<file path="src/rtl/axil_multi_adder.sv">
// AXI4-Lite slave with NUM_OPERANDS operand registers and a sequential
// sum / subtract / accumulate engine that folds one operand per cycle.
module axil_multi_adder #(
    parameter int unsigned DATA_WIDTH   = 32,
    parameter int unsigned ADDR_WIDTH   = 8,
    parameter int unsigned NUM_OPERANDS = 4
) (
    input  logic                      s0_axi_aclk,
    input  logic                      s0_axi_areset,
    input  logic [ADDR_WIDTH-1:0]     s0_axi_awaddr,
    input  logic                      s0_axi_awvalid,
    output logic                      s0_axi_awready,
    input  logic [DATA_WIDTH-1:0]     s0_axi_wdata,
    input  logic [DATA_WIDTH/8-1:0]   s0_axi_wstrb,
    input  logic                      s0_axi_wvalid,
    output logic                      s0_axi_wready,
    output logic [1:0]                s0_axi_bresp,
    output logic                      s0_axi_bvalid,
    input  logic                      s0_axi_bready,
    input  logic [ADDR_WIDTH-1:0]     s0_axi_araddr,
    input  logic                      s0_axi_arvalid,
    output logic                      s0_axi_arready,
    output logic [DATA_WIDTH-1:0]     s0_axi_rdata,
    output logic [1:0]                s0_axi_rresp,
    output logic                      s0_axi_rvalid,
    input  logic                      s0_axi_rready
);

    localparam int unsigned SW = DATA_WIDTH / 8;
    localparam int unsigned CW = $clog2(NUM_OPERANDS + 1);
    localparam int unsigned WW = ADDR_WIDTH - 2;

    localparam logic [WW-1:0] IDX_CTRL   = WW'(0);
    localparam logic [WW-1:0] IDX_STATUS = WW'(1);
    localparam logic [WW-1:0] IDX_RESULT = WW'(2);
    localparam logic [WW-1:0] IDX_COUNT  = WW'(3);

    localparam logic [1:0] MODE_SUB = 2'b01;
    localparam logic [1:0] MODE_ACC = 2'b10;
    localparam logic [1:0] RESP_OK  = 2'b00;
    localparam logic [1:0] RESP_ERR = 2'b10;

    typedef enum logic {
        S_IDLE,
        S_RUN
    } state_t;

    // write channel holders
    logic                  r_aw_held;
    logic [WW-1:0]         r_aw_idx;
    logic                  r_w_held;
    logic [DATA_WIDTH-1:0] r_w_data;
    logic [SW-1:0]         r_w_strb;
    logic                  r_bvalid;
    logic [1:0]            r_bresp;

    // read channel
    logic                  r_rvalid;
    logic [1:0]            r_rresp;
    logic [DATA_WIDTH-1:0] r_rdata;

    // register file
    logic [DATA_WIDTH-1:0] r_operand [NUM_OPERANDS];
    logic [CW-1:0]         r_count;
    logic [1:0]            r_mode;

    // engine
    state_t                r_state;
    state_t                w_state_next;
    logic [DATA_WIDTH-1:0] r_acc;
    logic [DATA_WIDTH-1:0] r_result;
    logic [CW-1:0]         r_k;
    logic [CW-1:0]         r_n;
    logic [1:0]            r_run_mode;
    logic                  r_done;
    logic                  r_carry;

    // decode / datapath wires
    logic [WW-1:0]           w_wr_idx;
    logic [NUM_OPERANDS-1:0] w_wr_op_sel;
    logic                    w_wr_ctrl;
    logic                    w_wr_count;
    logic                    w_wr_err;
    logic                    w_commit;
    logic                    w_wr_ok;
    logic                    w_start;
    logic                    w_busy;
    logic [WW-1:0]           w_rd_idx;
    logic [DATA_WIDTH-1:0]   w_rd_data;
    logic                    w_rd_err;
    logic [DATA_WIDTH-1:0]   w_cur_op;
    logic [DATA_WIDTH:0]     w_sum;
    logic [DATA_WIDTH:0]     w_diff;
    logic [DATA_WIDTH-1:0]   w_acc_next;
    logic                    w_carry_step;
    logic                    w_last;
    logic                    w_unused;

    // byte-lane merge of new write data over the current register value
    function automatic logic [DATA_WIDTH-1:0] f_merge(
        input logic [DATA_WIDTH-1:0] old_v,
        input logic [DATA_WIDTH-1:0] new_v,
        input logic [SW-1:0]         strb
    );
        logic [DATA_WIDTH-1:0] v;
        v = old_v;
        for (int unsigned b = 0; b < SW; b++) begin
            if (strb[b]) v[8*b +: 8] = new_v[8*b +: 8];
        end
        return v;
    endfunction

    // COUNT is always kept in [1, NUM_OPERANDS]
    function automatic logic [CW-1:0] f_clamp(input logic [DATA_WIDTH-1:0] v);
        logic [CW-1:0] c;
        if (v == '0)                               c = CW'(1);
        else if (v > DATA_WIDTH'(NUM_OPERANDS))    c = CW'(NUM_OPERANDS);
        else                                       c = v[CW-1:0];
        return c;
    endfunction

    assign w_busy         = (r_state == S_RUN);
    assign s0_axi_awready = !r_aw_held && !r_bvalid;
    assign s0_axi_wready  = !r_w_held && !r_bvalid;
    assign s0_axi_bvalid  = r_bvalid;
    assign s0_axi_bresp   = r_bresp;
    assign s0_axi_arready = !r_rvalid;
    assign s0_axi_rvalid  = r_rvalid;
    assign s0_axi_rresp   = r_rresp;
    assign s0_axi_rdata   = r_rdata;
    assign w_unused       = ^{s0_axi_awaddr[1:0], s0_axi_araddr[1:0]};

    // decode the held write and decide whether it commits, errors or starts the engine
    always_comb begin
        w_wr_idx    = r_aw_idx;
        w_wr_op_sel = '0;
        for (int unsigned i = 0; i < NUM_OPERANDS; i++) begin
            if (w_wr_idx == WW'(4 + i)) w_wr_op_sel[i] = 1'b1;
        end
        w_wr_ctrl  = (w_wr_idx == IDX_CTRL);
        w_wr_count = (w_wr_idx == IDX_COUNT);
        w_wr_err   = !(w_wr_ctrl || w_wr_count || (|w_wr_op_sel)) || w_busy;
        w_commit   = r_aw_held && r_w_held && !r_bvalid;
        w_wr_ok    = w_commit && !w_wr_err;
        w_start    = w_wr_ok && w_wr_ctrl && r_w_strb[0] && r_w_data[0];
    end

    // read mux for the address presented on AR
    always_comb begin
        w_rd_idx  = s0_axi_araddr[ADDR_WIDTH-1:2];
        w_rd_data = '0;
        w_rd_err  = 1'b0;
        case (w_rd_idx)
            IDX_CTRL:   w_rd_data = DATA_WIDTH'({r_mode, 1'b0});
            IDX_STATUS: w_rd_data = DATA_WIDTH'({r_carry, r_done, w_busy});
            IDX_RESULT: w_rd_data = r_result;
            IDX_COUNT:  w_rd_data = DATA_WIDTH'(r_count);
            default: begin
                w_rd_err = 1'b1;
                for (int unsigned i = 0; i < NUM_OPERANDS; i++) begin
                    if (w_rd_idx == WW'(4 + i)) begin
                        w_rd_data = r_operand[i];
                        w_rd_err  = 1'b0;
                    end
                end
            end
        endcase
    end

    // one engine step: select operand k and fold it into the accumulator
    always_comb begin
        w_cur_op = '0;
        for (int unsigned i = 0; i < NUM_OPERANDS; i++) begin
            if (r_k == CW'(i)) w_cur_op = r_operand[i];
        end
        w_sum        = {1'b0, r_acc} + {1'b0, w_cur_op};
        w_diff       = {1'b0, r_acc} - {1'b0, w_cur_op};
        w_acc_next   = w_sum[DATA_WIDTH-1:0];
        w_carry_step = w_sum[DATA_WIDTH];
        if (r_run_mode == MODE_SUB) begin
            if (r_k == '0) begin
                w_acc_next   = w_cur_op;
                w_carry_step = 1'b0;
            end else begin
                w_acc_next   = w_diff[DATA_WIDTH-1:0];
                w_carry_step = w_diff[DATA_WIDTH];
            end
        end
        w_last = (r_k == r_n - CW'(1));
    end

    // engine state register
    always_ff @(posedge s0_axi_aclk) begin
        if (s0_axi_areset) r_state <= S_IDLE;
        else               r_state <= w_state_next;
    end

    // engine next-state: START launches, the last operand step returns to idle
    always_comb begin
        w_state_next = r_state;
        case (r_state)
            S_IDLE: if (w_start) w_state_next = S_RUN;
            S_RUN:  if (w_last)  w_state_next = S_IDLE;
            default: w_state_next = S_IDLE;
        endcase
    end

    // engine datapath: latch mode/count on START, accumulate while running
    always_ff @(posedge s0_axi_aclk) begin
        if (s0_axi_areset) begin
            r_acc      <= '0;
            r_result   <= '0;
            r_k        <= '0;
            r_n        <= '0;
            r_run_mode <= '0;
            r_done     <= 1'b0;
            r_carry    <= 1'b0;
        end else if (w_start) begin
            r_run_mode <= r_w_data[2:1];
            r_n        <= r_count;
            r_k        <= '0;
            r_done     <= 1'b0;
            r_carry    <= 1'b0;
            r_acc      <= (r_w_data[2:1] == MODE_ACC) ? r_result : '0;
        end else if (r_state == S_RUN) begin
            r_acc   <= w_acc_next;
            r_carry <= r_carry | w_carry_step;
            r_k     <= r_k + CW'(1);
            if (w_last) begin
                r_result <= w_acc_next;
                r_done   <= 1'b1;
            end
        end
    end

    // register file updates from committed, error-free writes
    always_ff @(posedge s0_axi_aclk) begin
        if (s0_axi_areset) begin
            for (int unsigned i = 0; i < NUM_OPERANDS; i++) r_operand[i] <= '0;
            r_count <= CW'(NUM_OPERANDS);
            r_mode  <= '0;
        end else if (w_wr_ok) begin
            if (w_wr_ctrl && r_w_strb[0]) r_mode <= r_w_data[2:1];
            if (w_wr_count) r_count <= f_clamp(f_merge(DATA_WIDTH'(r_count), r_w_data, r_w_strb));
            for (int unsigned i = 0; i < NUM_OPERANDS; i++) begin
                if (w_wr_op_sel[i]) r_operand[i] <= f_merge(r_operand[i], r_w_data, r_w_strb);
            end
        end
    end

    // AW/W holders and write response; holders stay full until B is accepted
    always_ff @(posedge s0_axi_aclk) begin
        if (s0_axi_areset) begin
            r_aw_held <= 1'b0;
            r_aw_idx  <= '0;
            r_w_held  <= 1'b0;
            r_w_data  <= '0;
            r_w_strb  <= '0;
            r_bvalid  <= 1'b0;
            r_bresp   <= RESP_OK;
        end else begin
            if (s0_axi_awvalid && s0_axi_awready) begin
                r_aw_held <= 1'b1;
                r_aw_idx  <= s0_axi_awaddr[ADDR_WIDTH-1:2];
            end
            if (s0_axi_wvalid && s0_axi_wready) begin
                r_w_held <= 1'b1;
                r_w_data <= s0_axi_wdata;
                r_w_strb <= s0_axi_wstrb;
            end
            if (w_commit) begin
                r_bvalid <= 1'b1;
                r_bresp  <= w_wr_err ? RESP_ERR : RESP_OK;
            end
            if (r_bvalid && s0_axi_bready) begin
                r_bvalid  <= 1'b0;
                r_aw_held <= 1'b0;
                r_w_held  <= 1'b0;
            end
        end
    end

    // read channel: capture data on AR handshake, hold until R is accepted
    always_ff @(posedge s0_axi_aclk) begin
        if (s0_axi_areset) begin
            r_rvalid <= 1'b0;
            r_rdata  <= '0;
            r_rresp  <= RESP_OK;
        end else if (s0_axi_arvalid && !r_rvalid) begin
            r_rvalid <= 1'b1;
            r_rdata  <= w_rd_data;
            r_rresp  <= w_rd_err ? RESP_ERR : RESP_OK;
        end else if (r_rvalid && s0_axi_rready) begin
            r_rvalid <= 1'b0;
        end
    end

endmodule

</file>
<file path="config.mk">
export PLATFORM = sky130hd
export DESIGN_NAME = axil_multi_adder
export DESIGN_NICKNAME = d
export VERILOG_FILES = /design/src/rtl/axil_multi_adder.sv
export SDC_FILE = /design/constraint.sdc
export NUM_CORES = 1
export LEC_CHECK = 0
export ABC_AREA = 1
export CAP_MARGIN = 20
export CORE_ASPECT_RATIO = 0.9
export CORE_MARGIN = 4
export CORE_UTILIZATION = 55
export DETAILED_ROUTE_END_ITERATION = 10
export HOLD_SLACK_MARGIN = 0.12
export PLACE_DENSITY = 0.74
export SETUP_SLACK_MARGIN = 0.3
export SLEW_MARGIN = 20
export SYNTH_ARGS = -nofsm -noshare
export SYNTH_HDL_FRONTEND = slang
export SYNTH_SLANG_ARGS = --single-unit
</file>
<file path="constraint.sdc">
create_clock -name s0_axi_aclk -period 5 [get_ports s0_axi_aclk]
set_clock_uncertainty 0.1 [all_clocks]
set_input_delay 0.75 -clock s0_axi_aclk [delete_from_list [all_inputs] [get_ports s0_axi_aclk]]
set_output_delay 0.75 -clock s0_axi_aclk [all_outputs]
set_load 0.05 [all_outputs]
</file>
==> impl_metrics.xml, run 1 <==
<?xml version="1.0" encoding="UTF-8"?>
<metrics>
  <group name="logic_synthesis">
    <metric name="synth-edff-count" unit="">128</metric>
    <metric name="synthesis.area" unit="mm²">0.0173</metric>
    <metric name="synthFlopType" unit="">sky130_fd_sc_hd__dfxtp_1</metric>
    <metric name="post_synth_main_area_contributors" unit="">sky130_fd_sc_hd__edfxtp_1 22%, sky130_fd_sc_hd__dfxtp_1 19%, sky130_fd_sc_hd__nand2_1 8.1%, sky130_fd_sc_hd__a21oi_1 7.0%, sky130_fd_sc_hd__inv_1 6.5%</metric>
    <metric name="main_combinational_cell_family_by_area_after_synthesis" unit="">compound AO/OA/AOI/OAI gates</metric>
    <metric name="synth_simple_gate_area_share" unit="%">20.4</metric>
    <metric name="synthesis.area_per_instance" unit="µm²">7.43</metric>
    <metric name="synth_top_area_share" unit="%">22.3</metric>
    <metric name="yosys_register_bits" unit="">288</metric>
    <metric name="compound_gate_fraction_of_synth_area" unit="%">22.9</metric>
    <metric name="synth-async-reset-ratio" unit="%">0</metric>
    <metric name="netlist.top_cell.by_area" unit="">sky130_fd_sc_hd__edfxtp_1</metric>
    <metric name="synth-xor-area-share" unit="%">0.710</metric>
    <metric name="yosysWarnings" unit="">0</metric>
    <metric name="post_synth_num_cell_types" unit="">55</metric>
    <metric name="fraction_of_the_mapped_netlist_area_in_adder_cells" unit="%">5.48</metric>
    <metric name="synthesis.instances" unit="">2324</metric>
    <metric name="seq_area_frac_synth" unit="%">40.8</metric>
    <metric name="synth_mux_area_share" unit="%">0</metric>
  </group>
  <group name="floorplan">
    <metric name="rows" unit="">61</metric>
    <metric name="starting_utilization_of_the_core_area" unit="%">55.9</metric>
    <metric name="ios" unit="">100</metric>
    <metric name="core_area" unit="mm²">0.0309</metric>
    <metric name="die_y" unit="µm">176</metric>
    <metric name="die_w" unit="µm">195</metric>
    <metric name="dieArea" unit="mm²">0.0343</metric>
  </group>
  <group name="power">
    <metric name="cellInternalPower" unit="mW">3.94</metric>
    <metric name="design_power_total" unit="mW">5.31</metric>
    <metric name="power.switching_fraction" unit="%">25.8</metric>
    <metric name="reported_net_switching_power" unit="mW">1.37</metric>
    <metric name="p_seq_share" unit="%">48.8</metric>
    <metric name="worst_ir_drop_vdd" unit="mV">0.317</metric>
    <metric name="power_density" unit="mW/mm²">270</metric>
    <metric name="combPwrFrac" unit="%">11.0</metric>
    <metric name="static_power_due_to_leakage" unit="nW">8.23</metric>
    <metric name="clockPowerShare" unit="%">40.2</metric>
  </group>
  <group name="drt">
    <metric name="ant_nets" unit="">0</metric>
    <metric name="drt_drc_violations_left" unit="">0</metric>
    <metric name="detail_route.first_pass.iterations" unit="">6</metric>
    <metric name="dr_total_vias" unit="">16900</metric>
    <metric name="detail_route.vias_per_cell" unit="">5.98</metric>
    <metric name="routed_wirelength" unit="mm">56.4</metric>
    <metric name="initialDrtViolationCount" unit="">2063</metric>
    <metric name="post_drt_wl_per_cell" unit="µm">20.0</metric>
  </group>
  <group name="placement">
    <metric name="gp_congestion" unit="">0.980</metric>
    <metric name="final_hpwl_from_detailed_placement" unit="mm">42.5</metric>
    <metric name="preCtsSetupSlack" unit="ns">0.427</metric>
    <metric name="portBuffers" unit="">93</metric>
  </group>
  <group name="grt">
    <metric name="vias_in_the_first_global_route" unit="">15700</metric>
    <metric name="grt_max_degree" unit="">74</metric>
    <metric name="globalRouteOverflowTotal" unit="">0</metric>
    <metric name="antenna_found_initial" unit="">0</metric>
    <metric name="wire_length_of_the_first_global_routing_pass" unit="mm">87.0</metric>
    <metric name="global_route.usage.total" unit="%">31.6</metric>
  </group>
  <group name="sta">
    <metric name="final-max-slew-violation-count" unit="">0</metric>
    <metric name="setup-tns-final" unit="ns">0</metric>
    <metric name="final_setup_margin" unit="ns">0.545</metric>
    <metric name="rsz0062_at_grt" unit="">no</metric>
    <metric name="fmaxAchievable" unit="MHz">224</metric>
    <metric name="finalHoldViolCount" unit="">0</metric>
    <metric name="setup_viol" unit="">0</metric>
    <metric name="timing_worst_slew_pin_value" unit="ns">1.10</metric>
    <metric name="min_period_over_period" unit="%">89.1</metric>
    <metric name="finalWorstPathRequiredPeriod" unit="ns">4.46</metric>
    <metric name="fin_worst_hold_slack" unit="ns">0.369</metric>
    <metric name="timing.max_slew.rel_slack" unit="%">26.0</metric>
  </group>
  <group name="worst_setup_path">
    <metric name="slowest_stage" unit="">sky130_fd_sc_hd__dfxtp_1</metric>
    <metric name="path_class" unit="">flip-flop to flip-flop</metric>
    <metric name="cp.arrival" unit="ns">4.79</metric>
    <metric name="worst_ep_required_time" unit="ns">5.34</metric>
    <metric name="crit_path_cell_trace" unit="">inv_1 -&gt; ha_1 -&gt; nand2_1 -&gt; inv_1 -&gt; a22oi_1 -&gt; nand2_1 -&gt; o211ai_1 -&gt; and2_1 -&gt; inv_1 -&gt; ha_1 -&gt; inv_1 -&gt; o21ai_2 -&gt; a21oi_2 -&gt; o21ai_2 -&gt; a21oi_1 -&gt; o21ai_2 -&gt; nand3_1 -&gt; nand2_1 -&gt; nand2_1 -&gt; nand3_1 -&gt; nand2_1 -&gt; o21ai_0 -&gt; inv_1</metric>
    <metric name="timing.critical_path.from_type" unit="">flip-flop</metric>
    <metric name="timing.critical_path.slowest_cell_delay" unit="ns">0.42</metric>
    <metric name="timing.critical_path.buf_inv" unit="">5</metric>
    <metric name="worst_setup_path_end_kind" unit="">flip-flop</metric>
    <metric name="worst_path_dominant_cell_family" unit="">compound AO/OA/AOI/OAI gates</metric>
    <metric name="critical_path.max_fanout" unit="">8</metric>
  </group>
  <group name="clocking">
    <metric name="tritoncts" unit="">built</metric>
    <metric name="insertion_delay" unit="ns">0.55</metric>
    <metric name="tritoncts_buffer_count" unit="">29</metric>
    <metric name="cts_setup_buffers" unit="">0</metric>
    <metric name="ctsLongestPathBuffers" unit="">3</metric>
    <metric name="cts-htree-levels" unit="">1</metric>
    <metric name="cts.sink_count" unit="">288</metric>
    <metric name="clkSlewWorstSetupHoldPaths" unit="ns">0.06</metric>
    <metric name="clk_root_buffer_cell" unit="">sky130_fd_sc_hd__clkbuf_16</metric>
  </group>
  <group name="layout">
    <metric name="n_antenna_cell" unit="">0</metric>
    <metric name="share_of_layout_cells_above_drive_strength_1" unit="%">6.19</metric>
    <metric name="nNetsFinal" unit="">2518</metric>
    <metric name="area.growth.synth_to_final" unit="%">14.2</metric>
    <metric name="layout.filler_cells" unit="">2729</metric>
  </group>
  <group name="run_status">
    <metric name="outcome" unit="">finished clean</metric>
  </group>
  <group name="run">
    <metric name="max_cap_violations" unit="">0</metric>
  </group>
  <group name="worst_hold_path">
    <metric name="hold_path.class" unit="">flip-flop to flip-flop</metric>
  </group>
</metrics>
## Yosys cell counts (all sizes together), types with 10 or more instances
| cell | number |
|---|---|
| o21a | 10 |
| a21oi | 240 |
| buf | 29 |
| o22ai | 19 |
| inv | 305 |
| ha | 74 |
| edfxtp | 128 |
| o21ai | 221 |
| a221oi | 28 |
| nand2 | 375 |
| a22oi | 41 |
| nor3 | 24 |
| nor4 | 10 |
| o211ai | 28 |
| o21bai | 18 |
| a41oi | 11 |
| nand4 | 23 |
| and2 | 21 |
| nor2 | 282 |
| o221ai | 18 |
| xor2 | 11 |
| clkbuf | 96 |
| dfxtp | 160 |
| nand3 | 94 |
## cell families (layout without fill, tap and decap cells)
group                      after synthesis  after routing
AOI/OAI and AO/OA                      671            671
xor gates and xnor gates                14             14
adders and majority gates               75             75
buffers and inverters                  436            518
DFF                                    288            288
other                                    1              2
and+or+nand+nor                        839            839
## state kept, by name, indices dropped and copies added (netlist names), 2 cells and up
name	flops
r_operand	128
r_acc	32
r_result	32
r_w_data	32
s0_axi_rdata	32
r_aw_idx	6
r_w_strb	4
r_count	3
r_k	3
r_n	3
r_mode	2
r_run_mode	2
## worst min-delay path, cell delays in order (launching register included)
cell,delay (ns)
sky130_fd_sc_hd__dfxtp_1,0.30
sky130_fd_sc_hd__inv_1,0.07
sky130_fd_sc_hd__a21oi_1,0.06
## through the flow
stage               instance area [µm²]  std cells  utilization (%)
floorplan                         17300       2325                -
global placement                  18600       2759             60.3
detailed placement                18600       2760             60.3
CTS                               19600       2814             63.4
global route                      19700       2816             63.8
finish                            19700       2816             63.8
## power by group through the flow
stage          Clock (mW)  Combinational (mW)  Sequential (mW)
3_5_place_dp            0               0.570             2.64
4_1_cts              2.14               0.574             2.59
3_3_place_gp            0               0.561             2.64
2_1_floorplan           0               0.300             2.70
6_report             2.14               0.584             2.60
5_1_grt              2.23               0.633             2.60
## cell type report
cell class	count	area (µm²)	area share [%]
inverter	311	1170	5.92
timing repair buffer	153	1420	7.22
clock buffer	39	835	4.23
tap	409	512	2.60
sequential	288	7050	35.8
multi-input combinational	1601	8620	43.7
clock inverter	15	105	0.533
## what timing repair did
action | in CTS | in global routing
endpoints found under the setup margin | 0 | 33
gates resized for setup | 0 | 20
hold endpoints to repair | 0 | 0
hold buffers | 0 | 0
## cells in the final DEF (no fill, tap or decap), types with 10 or more instances in the layout
cell type	count
sky130_fd_sc_hd__a22oi_1	41
sky130_fd_sc_hd__o211ai_1	28
sky130_fd_sc_hd__a221oi_1	28
sky130_fd_sc_hd__nand4_1	23
sky130_fd_sc_hd__clkdlybuf4s50_1	92
sky130_fd_sc_hd__o221ai_1	18
sky130_fd_sc_hd__o21ai_1	14
sky130_fd_sc_hd__a41oi_1	11
sky130_fd_sc_hd__o21a_1	10
sky130_fd_sc_hd__clkbuf_16	31
sky130_fd_sc_hd__nor3_1	21
sky130_fd_sc_hd__a21oi_1	236
sky130_fd_sc_hd__buf_4	56
sky130_fd_sc_hd__o22ai_1	19
sky130_fd_sc_hd__clkinv_1	12
sky130_fd_sc_hd__ha_1	71
sky130_fd_sc_hd__xor2_1	11
sky130_fd_sc_hd__o21bai_1	17
sky130_fd_sc_hd__edfxtp_1	128
sky130_fd_sc_hd__inv_1	299
sky130_fd_sc_hd__o21ai_0	204
sky130_fd_sc_hd__and2_1	20
sky130_fd_sc_hd__nand3_1	92
sky130_fd_sc_hd__nor2_1	275
sky130_fd_sc_hd__dfxtp_1	159
sky130_fd_sc_hd__nand2_1	370
## final timing paths
kind / depth (start not counted) / start / endpoint / slack, ns
worst min-delay path: 2 / r_done / r_done / 0.37
worst max register to register: 23 / r_k[1] / r_result[30] / 0.54
worst max-delay path: 23 / r_k[1] / r_result[30] / 0.54
worst min register to register: 2 / r_done / r_done / 0.37
## layer usage
layer  wire length, µm  up-vias  track usage [%]
li1                  -     7990                -
met1             24600     7866             46.4
met2             24800      894             49.8
met3              5500      102             4.08
met4              1530        0             8.14
met5                 0        -                0
No activity file was read; power rests on OpenSTA's default activity.
==> run 2: changes to the inputs <==
--- a/config.mk
+++ b/config.mk
@@ -7,12 +7,14 @@
 export LEC_CHECK = 0
 export ABC_AREA = 1
 export CAP_MARGIN = 20
+export CELL_PAD_IN_SITES_DETAIL_PLACEMENT = 0
+export CELL_PAD_IN_SITES_GLOBAL_PLACEMENT = 1
 export CORE_ASPECT_RATIO = 0.9
 export CORE_MARGIN = 4
-export CORE_UTILIZATION = 55
+export CORE_UTILIZATION = 45
 export DETAILED_ROUTE_END_ITERATION = 10
 export HOLD_SLACK_MARGIN = 0.12
-export PLACE_DENSITY = 0.74
+export PLACE_DENSITY = 0.79
 export SETUP_SLACK_MARGIN = 0.3
 export SLEW_MARGIN = 20
 export SYNTH_ARGS = -nofsm -noshare
==> impl_metrics.xml, run 2 (synthesis results as in run 1) <==
<?xml version="1.0" encoding="UTF-8"?>
<metrics>
  <group name="worst_setup_path">
    <metric name="launch_point_of_the_critical_path" unit="">r_k[0]</metric>
    <metric name="cp.arrival" unit="ns">4.72</metric>
    <metric name="worst_setup_path_end_kind" unit="">flip-flop</metric>
    <metric name="timing.critical_path.slowest_cell_delay" unit="ns">0.45</metric>
    <metric name="crit_path_cell_trace" unit="">inv_1 -&gt; ha_1 -&gt; nand2_8 -&gt; buf_4 -&gt; o221ai_1 -&gt; o211ai_1 -&gt; and2_1 -&gt; inv_1 -&gt; ha_1 -&gt; inv_1 -&gt; a21o_1 -&gt; a21boi_0 -&gt; o21ai_0 -&gt; a211oi_1 -&gt; nand2_1 -&gt; nand2_1 -&gt; nand3_1 -&gt; nand2_1 -&gt; nand2_1 -&gt; o21ai_0 -&gt; inv_1</metric>
    <metric name="slowest_stage" unit="">sky130_fd_sc_hd__ha_1</metric>
    <metric name="timing.critical_path.from_type" unit="">flip-flop</metric>
    <metric name="worst_ep_required_time" unit="ns">5.36</metric>
    <metric name="critical_path.max_fanout" unit="">29</metric>
    <metric name="path_class" unit="">flip-flop to flip-flop</metric>
    <metric name="rr_startpoint" unit="">r_k[0]</metric>
  </group>
  <group name="layout">
    <metric name="area.growth.synth_to_final" unit="%">14.4</metric>
    <metric name="share_of_layout_cells_above_drive_strength_1" unit="%">5.71</metric>
    <metric name="layout.cells.most_common" unit="">sky130_fd_sc_hd__nand2_1</metric>
    <metric name="layout.cells.non_filler" unit="">2881</metric>
    <metric name="n_antenna_cell" unit="">0</metric>
    <metric name="largest_register_ff_count" unit="">128</metric>
    <metric name="registers.top_by_ff_count" unit="">r_operand</metric>
    <metric name="mostFrequentLayoutCells" unit="">370 x sky130_fd_sc_hd__nand2_1, 297 x sky130_fd_sc_hd__inv_1, 276 x sky130_fd_sc_hd__nor2_1, 238 x sky130_fd_sc_hd__a21oi_1, 208 x sky130_fd_sc_hd__o21ai_0</metric>
    <metric name="nNetsFinal" unit="">2508</metric>
  </group>
  <group name="worst_hold_path">
    <metric name="worstHoldStart" unit="">s0_axi_areset</metric>
    <metric name="hold_path.class" unit="">input pin to flip-flop</metric>
  </group>
  <group name="clocking">
    <metric name="cts-htree-levels" unit="">1</metric>
    <metric name="cts_hold_repair.buffers" unit="">0</metric>
    <metric name="insertion_delay" unit="ns">0.57</metric>
    <metric name="clk_root_buffer_cell" unit="">sky130_fd_sc_hd__clkbuf_16</metric>
    <metric name="cts_setup_buffers" unit="">0</metric>
    <metric name="tritoncts" unit="">built</metric>
    <metric name="cts_resized" unit="">0</metric>
    <metric name="ctsLongestPathBuffers" unit="">3</metric>
    <metric name="tritoncts_buffer_count" unit="">31</metric>
    <metric name="cts.sink_count" unit="">288</metric>
    <metric name="clkSlewWorstSetupHoldPaths" unit="ns">0.06</metric>
  </group>
  <group name="floorplan">
    <metric name="die_y" unit="µm">194</metric>
    <metric name="rows" unit="">67</metric>
    <metric name="dieArea" unit="mm²">0.0416</metric>
    <metric name="ios" unit="">100</metric>
    <metric name="core_area" unit="mm²">0.0376</metric>
    <metric name="die_w" unit="µm">214</metric>
    <metric name="starting_utilization_of_the_core_area" unit="%">46.0</metric>
  </group>
  <group name="power">
    <metric name="worst_ir_drop_vdd" unit="mV">0.273</metric>
    <metric name="power.switching_fraction" unit="%">25.2</metric>
    <metric name="combPwrFrac" unit="%">10.6</metric>
    <metric name="static_power_due_to_leakage" unit="nW">8.19</metric>
    <metric name="cellInternalPower" unit="mW">4.08</metric>
    <metric name="clockPowerShare" unit="%">41.8</metric>
    <metric name="p_seq_share" unit="%">47.6</metric>
    <metric name="reported_net_switching_power" unit="mW">1.37</metric>
    <metric name="power_density" unit="mW/mm²">276</metric>
  </group>
  <group name="drt">
    <metric name="detail_route.first_pass.iterations" unit="">5</metric>
    <metric name="post_drt_wl_per_cell" unit="µm">19.6</metric>
    <metric name="routed_wirelength" unit="mm">56.4</metric>
    <metric name="ant_nets" unit="">0</metric>
    <metric name="detail_route.vias_per_cell" unit="">5.62</metric>
    <metric name="dr_total_vias" unit="">16200</metric>
    <metric name="initialDrtViolationCount" unit="">1539</metric>
    <metric name="drt_drc_violations_left" unit="">0</metric>
  </group>
  <group name="sta">
    <metric name="rsz0062_at_grt" unit="">no</metric>
    <metric name="timing.max_slew.rel_slack" unit="%">27.7</metric>
    <metric name="finalHoldViolCount" unit="">0</metric>
    <metric name="timing_worst_slew_pin_value" unit="ns">1.08</metric>
    <metric name="setup-tns-final" unit="ns">0</metric>
    <metric name="min_period_over_period" unit="%">87.4</metric>
    <metric name="final-max-slew-violation-count" unit="">0</metric>
    <metric name="setup_viol" unit="">0</metric>
    <metric name="finalWorstPathRequiredPeriod" unit="ns">4.37</metric>
    <metric name="fmaxAchievable" unit="MHz">229</metric>
  </group>
  <group name="grt">
    <metric name="global_route.usage.total" unit="%">26.0</metric>
    <metric name="antenna_found_initial" unit="">0</metric>
    <metric name="globalRouteOverflowTotal" unit="">0</metric>
    <metric name="wire_length_of_the_first_global_routing_pass" unit="mm">87.0</metric>
    <metric name="vias_in_the_first_global_route" unit="">15100</metric>
    <metric name="grt_max_degree" unit="">74</metric>
  </group>
  <group name="placement">
    <metric name="final_hpwl_from_detailed_placement" unit="mm">42.1</metric>
    <metric name="gp_congestion" unit="">0.949</metric>
    <metric name="dp.cells" unit="">2824</metric>
    <metric name="portBuffers" unit="">93</metric>
  </group>
  <group name="run_status">
    <metric name="outcome" unit="">finished clean</metric>
  </group>
  <group name="run">
    <metric name="max_cap_violations" unit="">0</metric>
  </group>
</metrics>
==> run 2: cell count changes in the layout (fill, tap and decap cells not counted), moves of 2 or more <==
cell	change
sky130_fd_sc_hd__ha_2	+3
sky130_fd_sc_hd__a21oi_1	+2
sky130_fd_sc_hd__nor3_2	-2
sky130_fd_sc_hd__ha_1	-3
sky130_fd_sc_hd__buf_4	-10
sky130_fd_sc_hd__inv_4	+2
sky130_fd_sc_hd__o21ai_0	+4
sky130_fd_sc_hd__inv_1	-2
sky130_fd_sc_hd__nand2_4	-2
sky130_fd_sc_hd__nor3_1	+2
sky130_fd_sc_hd__clkinvlp_4	-2
sky130_fd_sc_hd__clkbuf_8	+3
sky130_fd_sc_hd__o21ai_1	-3
==> run 2: worst max-delay path: cells and delay by family, from the launching register on <==
kind	cells	cell delay, ns
buffers and inverters	5	0.66
DFF	1	0.41
and+or+nand+nor	7	0.94
adders and majority gates	2	0.74
AOI/OAI and AO/OA	7	1.38
==> run 2: path summary, 6_finish.rpt <==
kind	end	slack, ns	cells after the start
setup reg to reg	r_result[30]	0.63	21
hold reg to reg	r_run_mode[1]	0.38	2
setup / recovery	r_result[30]	0.63	21
hold / removal	r_mode[1]	0.33	2
==> run 2: stage by stage <==
stage               hold WS [ns]  util [%]  total power [mW]  worst slack [ns]  cell area, µm²
floorplan                  0.327         -              3.00              1.18           17300
global placement           0.358      49.7              3.20             0.477           18700
detailed placement         0.365      49.8              3.21             0.457           18700
CTS                        0.306      52.5              5.48             0.429           19700
global route               0.329      52.6              5.65             0.309           19800
finish                     0.330      52.6              5.45             0.631           19800
==> run 2: final cells by class <==
class / count / area [µm²]
clock buffers: 45 / 910
clock inverters: 12 / 111
fillers: 3658 / 17800
inverters: 311 / 1170
multi-input cells: 1601 / 8600
flip-flops and latches: 288 / 7050
well taps: 483 / 604
repair buffers: 141 / 1320
==> run 2: power by group through the flow <==
stage	combinational [mW]	clock (mW)	sequential, mW
finish	0.576	2.28	2.60
global route	0.633	2.41	2.60
global placement	0.562	0	2.64
CTS	0.571	2.32	2.59
floorplan	0.300	0	2.70
detailed placement	0.569	0	2.65
==> run 2: per-layer routing <==
layer  part of all wire, %  track usage, %  vias up
li1                      -               -     7978
met1                    48            40.2     7569
met2                    43            39.5      579
met3                   7.5            2.80       61
met4                   1.8            5.11        0
met5                     0               0        -
